## src/rtl/mul_pkg.sv

```systemverilog
// Shared definitions for the mul/div issue/retire stage:
// operand width, function codes and the packed op layout.
package mul_pkg;

    localparam int XLEN  = 32;
    localparam int TAG_W = 5;

    typedef enum logic [2:0] {
        MUL    = 3'd0,
        MULH   = 3'd1,
        MULHSU = 3'd2,
        MULHU  = 3'd3,
        DIV    = 3'd4,
        DIVU   = 3'd5,
        REM    = 3'd6,
        REMU   = 3'd7
    } mul_fn_e;

    typedef struct packed {
        logic [2:0]       para;
        logic [XLEN-1:0]  rs0;
        logic [XLEN-1:0]  rs1;
        logic [TAG_W-1:0] tag;
    } mul_op_t;

    // Bits in one packed op entry for a given operand/tag width.
    function automatic int op_width(int xlen, int tag_w);
        return 3 + 2 * xlen + tag_w;
    endfunction

endpackage

```

## src/rtl/mul_issue_if.sv

```systemverilog
// Decode, mul-unit and writeback handshakes of the issue stage.
// slave is the stage's view, master the surrounding pipeline's.
interface mul_issue_if #(
    parameter int XLEN  = 32,
    parameter int TAG_W = 5
);
    logic             op_valid;
    logic             op_ready;
    logic [2:0]       op_para;
    logic [XLEN-1:0]  op_rs0;
    logic [XLEN-1:0]  op_rs1;
    logic [TAG_W-1:0] op_tag;

    logic             mul_initial;
    logic [2:0]       mul_para;
    logic [XLEN-1:0]  mul_rs0;
    logic [XLEN-1:0]  mul_rs1;
    logic             mul_ready;
    logic             mul_finished;
    logic [XLEN-1:0]  mul_data;
    logic             mul_ack;

    logic             wb_valid;
    logic [TAG_W-1:0] wb_tag;
    logic [XLEN-1:0]  wb_data;
    logic             wb_ready;

    modport slave (
        input  op_valid, op_para, op_rs0, op_rs1, op_tag,
        input  mul_ready, mul_finished, mul_data, wb_ready,
        output op_ready, mul_initial, mul_para, mul_rs0, mul_rs1,
        output mul_ack, wb_valid, wb_tag, wb_data
    );

    modport master (
        output op_valid, op_para, op_rs0, op_rs1, op_tag,
        output mul_ready, mul_finished, mul_data, wb_ready,
        input  op_ready, mul_initial, mul_para, mul_rs0, mul_rs1,
        input  mul_ack, wb_valid, wb_tag, wb_data
    );

endinterface

```

## src/rtl/sync_fifo.sv

```systemverilog
// Registered FIFO with synchronous flush; the head entry is read
// straight from storage, so a push is visible one cycle later.
module sync_fifo #(
    parameter  int WIDTH = 8,
    parameter  int DEPTH = 4,
    localparam int AW    = $clog2(DEPTH),
    localparam int CW    = AW + 1
) (
    input  logic             clk,
    input  logic             rst_n,
    input  logic             push,
    input  logic             pop,
    input  logic             flush,
    input  logic [WIDTH-1:0] wdata,
    output logic [WIDTH-1:0] rdata,
    output logic [CW-1:0]    count,
    output logic             full,
    output logic             empty
);

    logic [WIDTH-1:0] mem [DEPTH];
    logic [AW-1:0]    wr_ptr;
    logic [AW-1:0]    rd_ptr;
    logic             do_push;
    logic             do_pop;

    assign full    = (count == CW'(DEPTH));
    assign empty   = (count == '0);
    assign do_push = push & ~full & ~flush;
    assign do_pop  = pop & ~empty & ~flush;
    assign rdata   = mem[rd_ptr];

    always_ff @(posedge clk or negedge rst_n) begin
        if (!rst_n) begin
            wr_ptr <= '0;
            rd_ptr <= '0;
            count  <= '0;
        end else if (flush) begin
            wr_ptr <= '0;
            rd_ptr <= '0;
            count  <= '0;
        end else begin
            if (do_push) wr_ptr <= wr_ptr + 1'b1;
            if (do_pop)  rd_ptr <= rd_ptr + 1'b1;
            count <= count + CW'(do_push) - CW'(do_pop);
        end
    end

    always_ff @(posedge clk) begin
        if (do_push) mem[wr_ptr] <= wdata;
    end

endmodule

```

## src/rtl/mul_issue.sv

```systemverilog
// Issue/retire stage around the mul/div unit: queues decoded ops,
// starts the unit and tags its results for writeback.
module mul_issue
    import mul_pkg::*;
#(
    parameter int XLEN       = mul_pkg::XLEN,
    parameter int OPQ_DEPTH  = 4,
    parameter int TAGQ_DEPTH = 4,
    parameter int TAG_W      = mul_pkg::TAG_W,
    parameter int CNT_W      = 16
) (
    input  logic             clk,
    input  logic             rst_n,
    input  logic             clear_pipeline,
    mul_issue_if.slave       bus,
    output logic [CNT_W-1:0] issued_cnt,
    output logic [CNT_W-1:0] retired_cnt,
    output logic             err_orphan
);

    localparam int OP_W = op_width(XLEN, TAG_W);
    localparam int OCW  = $clog2(OPQ_DEPTH) + 1;
    localparam int TCW  = $clog2(TAGQ_DEPTH) + 1;

    logic [OP_W-1:0]  opq_wdata;
    logic [OP_W-1:0]  opq_head;
    logic [OCW-1:0]   opq_count;
    logic             opq_full;
    logic             opq_empty;
    logic [TAG_W-1:0] tagq_head;
    logic [TCW-1:0]   tagq_count;
    logic             tagq_full;
    logic             tagq_empty;

    logic [2:0]       head_para;
    logic [XLEN-1:0]  head_rs0;
    logic [XLEN-1:0]  head_rs1;
    logic [TAG_W-1:0] head_tag;

    logic             push_op;
    logic             issue;
    logic             retire;
    logic             ack;
    logic             unused;

    assign opq_wdata = {bus.op_para, bus.op_rs0, bus.op_rs1, bus.op_tag};
    assign {head_para, head_rs0, head_rs1, head_tag} = opq_head;

    // op_ready is held low while reset is asserted.
    assign bus.op_ready = rst_n & ~clear_pipeline &
                          (opq_count < OCW'(OPQ_DEPTH));
    assign push_op = bus.op_valid & bus.op_ready;

    assign issue = ~opq_empty & bus.mul_ready &
                   ~tagq_full & ~clear_pipeline;

    assign bus.mul_initial = issue;
    assign bus.mul_para    = opq_empty ? '0 : head_para;
    assign bus.mul_rs0     = opq_empty ? '0 : head_rs0;
    assign bus.mul_rs1     = opq_empty ? '0 : head_rs1;

    assign retire = bus.mul_finished & ~tagq_empty & ~clear_pipeline;
    assign ack    = retire & bus.wb_ready;

    assign bus.wb_valid = retire;
    assign bus.wb_tag   = retire ? tagq_head : '0;
    assign bus.wb_data  = retire ? bus.mul_data : '0;
    assign bus.mul_ack  = ack;

    assign unused = ^{opq_full, tagq_count};

    sync_fifo #(
        .WIDTH (OP_W),
        .DEPTH (OPQ_DEPTH)
    ) u_opq (
        .clk   (clk),
        .rst_n (rst_n),
        .push  (push_op),
        .pop   (issue),
        .flush (clear_pipeline),
        .wdata (opq_wdata),
        .rdata (opq_head),
        .count (opq_count),
        .full  (opq_full),
        .empty (opq_empty)
    );

    sync_fifo #(
        .WIDTH (TAG_W),
        .DEPTH (TAGQ_DEPTH)
    ) u_tagq (
        .clk   (clk),
        .rst_n (rst_n),
        .push  (issue),
        .pop   (ack),
        .flush (clear_pipeline),
        .wdata (head_tag),
        .rdata (tagq_head),
        .count (tagq_count),
        .full  (tagq_full),
        .empty (tagq_empty)
    );

    always_ff @(posedge clk or negedge rst_n) begin
        if (!rst_n) begin
            issued_cnt  <= '0;
            retired_cnt <= '0;
            err_orphan  <= 1'b0;
        end else begin
            if (issue) issued_cnt  <= issued_cnt + 1'b1;
            if (ack)   retired_cnt <= retired_cnt + 1'b1;
            if (bus.mul_finished & tagq_empty & ~clear_pipeline)
                err_orphan <= 1'b1;
        end
    end

endmodule
```

## src/flat_wrapper.sv

```systemverilog
// flat-port wrapper written by rule: the top's interface ports become plain ports
module mul_issue_flat import mul_pkg::*;
#(
    parameter int XLEN       = mul_pkg::XLEN,
    parameter int OPQ_DEPTH  = 4,
    parameter int TAGQ_DEPTH = 4,
    parameter int TAG_W      = mul_pkg::TAG_W,
    parameter int CNT_W      = 16
)
  (clk, rst_n, clear_pipeline, issued_cnt, retired_cnt, err_orphan, bus_op_valid, bus_op_para, bus_op_rs0, bus_op_rs1, bus_op_tag, bus_mul_ready, bus_mul_finished, bus_mul_data, bus_wb_ready, bus_op_ready, bus_mul_initial, bus_mul_para, bus_mul_rs0, bus_mul_rs1, bus_mul_ack, bus_wb_valid, bus_wb_tag, bus_wb_data);
  mul_issue_if #(.XLEN(XLEN), .TAG_W(TAG_W)) bus_i ();
  input  logic clk;
  input  logic rst_n;
  input  logic clear_pipeline;
  output logic [CNT_W-1:0] issued_cnt;
  output logic [CNT_W-1:0] retired_cnt;
  output logic err_orphan;
  input wire logic [$bits(bus_i.op_valid)-1:0] bus_op_valid;
  input wire logic [$bits(bus_i.op_para)-1:0] bus_op_para;
  input wire logic [$bits(bus_i.op_rs0)-1:0] bus_op_rs0;
  input wire logic [$bits(bus_i.op_rs1)-1:0] bus_op_rs1;
  input wire logic [$bits(bus_i.op_tag)-1:0] bus_op_tag;
  input wire logic [$bits(bus_i.mul_ready)-1:0] bus_mul_ready;
  input wire logic [$bits(bus_i.mul_finished)-1:0] bus_mul_finished;
  input wire logic [$bits(bus_i.mul_data)-1:0] bus_mul_data;
  input wire logic [$bits(bus_i.wb_ready)-1:0] bus_wb_ready;
  output wire logic [$bits(bus_i.op_ready)-1:0] bus_op_ready;
  output wire logic [$bits(bus_i.mul_initial)-1:0] bus_mul_initial;
  output wire logic [$bits(bus_i.mul_para)-1:0] bus_mul_para;
  output wire logic [$bits(bus_i.mul_rs0)-1:0] bus_mul_rs0;
  output wire logic [$bits(bus_i.mul_rs1)-1:0] bus_mul_rs1;
  output wire logic [$bits(bus_i.mul_ack)-1:0] bus_mul_ack;
  output wire logic [$bits(bus_i.wb_valid)-1:0] bus_wb_valid;
  output wire logic [$bits(bus_i.wb_tag)-1:0] bus_wb_tag;
  output wire logic [$bits(bus_i.wb_data)-1:0] bus_wb_data;
  assign bus_i.op_valid = bus_op_valid;
  assign bus_i.op_para = bus_op_para;
  assign bus_i.op_rs0 = bus_op_rs0;
  assign bus_i.op_rs1 = bus_op_rs1;
  assign bus_i.op_tag = bus_op_tag;
  assign bus_i.mul_ready = bus_mul_ready;
  assign bus_i.mul_finished = bus_mul_finished;
  assign bus_i.mul_data = bus_mul_data;
  assign bus_i.wb_ready = bus_wb_ready;
  assign bus_op_ready = bus_i.op_ready;
  assign bus_mul_initial = bus_i.mul_initial;
  assign bus_mul_para = bus_i.mul_para;
  assign bus_mul_rs0 = bus_i.mul_rs0;
  assign bus_mul_rs1 = bus_i.mul_rs1;
  assign bus_mul_ack = bus_i.mul_ack;
  assign bus_wb_valid = bus_i.wb_valid;
  assign bus_wb_tag = bus_i.wb_tag;
  assign bus_wb_data = bus_i.wb_data;
  mul_issue #(.XLEN(XLEN), .OPQ_DEPTH(OPQ_DEPTH), .TAGQ_DEPTH(TAGQ_DEPTH), .TAG_W(TAG_W), .CNT_W(CNT_W)) u_core (.clk(clk), .rst_n(rst_n), .clear_pipeline(clear_pipeline), .bus(bus_i), .issued_cnt(issued_cnt), .retired_cnt(retired_cnt), .err_orphan(err_orphan));
endmodule
```

## config.mk

```make
export PLATFORM = sky130hd
export DESIGN_NAME = mul_issue_flat
export DESIGN_NICKNAME = d
export VERILOG_FILES = /design/src/rtl/mul_pkg.sv /design/src/rtl/mul_issue_if.sv /design/src/rtl/sync_fifo.sv /design/src/rtl/mul_issue.sv /design/src/flat_wrapper.sv
export SDC_FILE = /design/constraint.sdc
export NUM_CORES = 1
export LEC_CHECK = 0
export ABC_AREA = 1
export ABC_CLOCK_PERIOD_IN_PS = 11600
export BUFFER_PORTS_ARGS = -buffer_cell sky130_fd_sc_hd__buf_2
export CORE_ASPECT_RATIO = 0.9
export CORE_MARGIN = 2
export CORE_UTILIZATION = 61
export CTS_CLUSTER_SIZE = 20
export DETAILED_ROUTE_END_ITERATION = 10
export HOLD_SLACK_MARGIN = 0.15
export PLACE_DENSITY = 0.88
export SYNTH_ARGS = -nofsm -noshare
export SYNTH_HDL_FRONTEND = slang
export SYNTH_SLANG_ARGS = --single-unit
```

## constraint.sdc

```tcl
create_clock -name clk -period 11.6 [get_ports clk]
set_clock_uncertainty 0.2 [all_clocks]
set_input_delay 2.9 -clock clk [delete_from_list [all_inputs] [get_ports clk]]
set_output_delay 2.9 -clock clk [all_outputs]
set_load 0.1 [all_outputs]
```

==> impl_metrics.yaml <==
outcome:
  status: "finished clean"
die:
  start_util: 0.618
  die_w_um: 168
  row_count: 54
  die_y_um: 152
  core_area_um2: 24100
  dieArea_um2: 25600
  num_io_pins: 252
pwr:
  leakagePower_nw: 7.09
  power.density_nw_per_um2: 269
  ir_drop_uv: 315
logic_synthesis:
  synth_seq_area_share: 0.702
  synth_ff_type: "edfxtp_1"
  syn_area_um2: 14900
  synthTopCellsByCount: "379 x nor2_1, 308 x edfxtp_1, 165 x o21ai_0, 136 x nand2_1, 79 x inv_1"
  synth_top_area_share: 0.623
  synthCells: 1338
  syn_nets: 1465
  yosys.area.top_type: "edfxtp_1"
  synth_area_leaders: "edfxtp_1 62%, nor2_1 9.6%, dfrtp_1 7.9%"
  synth_edf_count: 308
  synth.avg_cell_area_um2: 11.1
  ys_async_sr_fraction: 0.132
  synth_most_common_cell: "nor2_1"
  synth_warnings: 0
  ys_types: 32
  ys_seq_elements: 355
worst_setup_path:
  crit_chain: "buf_2 > nor2_2 > nand2_1 > a21oi_1 > buf_2"
  worstSetupPathType: "in -> out"
  crit_path_start_kind: "input pin"
  crit_path_frequent_cell: "buf_2"
  slowest_stage: "nand2_1"
  slowest_delay_ps: 660
  crit_start: "clear_pipeline"
  critPathBufInv: 2
  endpoint_kind: "output port"
  arrival_ps: 4780
  crit_path_max_fanout: 38
  timing.rr.start: "u_core.u_opq.count[2]"
  cp.required_ps: 8500
  path_delay_family: "simple AND/OR/NAND/NOR gates"
cells_and_area:
  fill_cells: 1551
  drive_above_1_share: 0.207
  area_growth_pct: 16.9
  nNetsFinal: 1698
drt:
  routed_wl_mm: 33.0
  post-route-drc-count: 0
  vias: 10600
  vias_per_cell: 5.54
  ant_nets: 0
  first_pass_iters: 6
  drt_iter0_markers: 937
  wire_per_inst_um: 17.3
timing:
  hold_viol_final: 0
  setup_violations: 0
  holdWs_ps: 308
  worstMarginPinSlew_ps: 1130
  max_freq_mhz: 127
  relSlewSlack: 0.246
  drv_slew: 0
  finalSetupTns_ps: 0
  grt_setup_unrepaired: "false"
  post-route-period-util: 0.679
  period_needed_ps: 7880
clock_network:
  cts_setup_buffers: 0
  ctsResizeCount: 0
  clk_latency_ps: 520
  ctsHoldBuffers: 0
  clock-sinks: 355
  path_clk_slew_ps: 60
  cts_root_buf: "clkbuf_16"
  htree_levels: 2
  cts_buffer_depth: 3
  cts_buffers: 34
  tritoncts: "yes"
place:
  io_buffers: 251
  routabilityCongestion: 0.838
  post-dp-hpwl_mm: 19.3
grt:
  grt_pass1_wl_mm: 50.6
  met2_usage: 0.450
  busiest_layer: "met2"
  grt_use_total: 0.251
  grtUsageMet1: 0.304
  grt_util_met3: 0.0573
  grt_overflow: 0
  grt_max_degree: 127
  antenna_found_initial: 9
  first_global_vias: 10200
flow_run:
  maxCapViolCount: 0
hold_path:
  hold_start: "u_core.err_orphan"
  hold_class: "reg -> reg"
==> sequential cells by signal, summed over array words and instances (netlist names) <==
name,cells
u_core.retired_cnt,16
u_core.u_opq.wr_ptr,2
u_core.u_tagq.count,3
u_core.err_orphan,1
u_core.u_tagq.mem,20
u_core.u_opq.mem,288
u_core.u_tagq.wr_ptr,2
u_core.issued_cnt,16
u_core.u_tagq.rd_ptr,2
u_core.u_opq.count,3
u_core.u_opq.rd_ptr,2
==> per-stage QoR <==
stage | setup slack, ps | utilization | area, um2 | instances | total power, mW
floorplan | 2950 | - | 14900 | 1338 | 3.28
finish | 3720 | 0.722 | 17400 | 1908 | 4.68
global placement | 3840 | 0.678 | 16300 | 1843 | 3.60
global route | 3490 | 0.722 | 17400 | 1904 | 4.84
CTS | 3690 | 0.721 | 17400 | 1902 | 4.69
detailed placement | 3700 | 0.678 | 16300 | 1843 | 3.64
==> cell families after synthesis <==
group / Yosys count / synth area share
buffers and inverters: 149 / 0.0422
xor gates and xnor gates: 17 / 0.0100
adders and majority gates: 16 / 0.0145
DFF: 355 / 0.702
and+or+nand+nor: 553 / 0.147
AOI/OAI and AO/OA: 248 / 0.0844
==> cells in the final DEF (no fill, tap or decap), types with 8 or more instances in the layout <==
master	instances
o21ai_0	165
nand2_1	136
clkinv_2	8
buf_2	251
ha_1	14
clkbuf_16	34
edfxtp_1	308
xor2_1	10
nor2_1	375
dfrtp_1	45
nand3_1	15
clkbuf_1	8
buf_4	10
inv_1	79
a21oi_1	75
==> worst reg2reg max path: cells and delay by family, from the launching register on <==
family | cells | cell delay, ps
and+or+nand+nor | 3 | 1420
DFF | 1 | 420
buffers and inverters | 1 | 720
==> worst paths after layout <==
path	to	cells past startpoint	slack, ps
max	bus_wb_tag[3]	5	3720
min	u_core.err_orphan	1	310
max reg2reg	u_core.u_opq.mem[1][20]	4	8460
min reg2reg	u_core.err_orphan	1	310
max in group asynchronous	u_core.u_opq.rd_ptr[0]	2	8440
min in group asynchronous	u_core.retired_cnt[0]	2	2280
==> area by class of cell <==
type	instances	area, um2	area share
Inverter	85	323	0.0186
Multi-Input combinational cell	834	3830	0.221
Clock buffer	42	881	0.0507
Antenna cell	6	15.0	0.000864
Clock inverter	17	170	0.00980
Tap cell	308	385	0.0222
Timing Repair Buffer	261	1330	0.0766
Sequential cell	355	10400	0.600
==> layer usage <==
metal	vias to the layer above	part of all wire
met5	-	0.00070
met4	4	0.020
met3	63	0.084
met2	488	0.51
met1	5019	0.38
li1	5001	-
==> power by group <==
group	total [mW]	internal (mW)	switching [mW]
logic	2.09	0.301	1.79
registers	1.53	1.46	0.0705
clock network	1.05	0.593	0.462
total	4.68	2.35	2.32
Note: power is estimated with default switching activity, not from simulation.
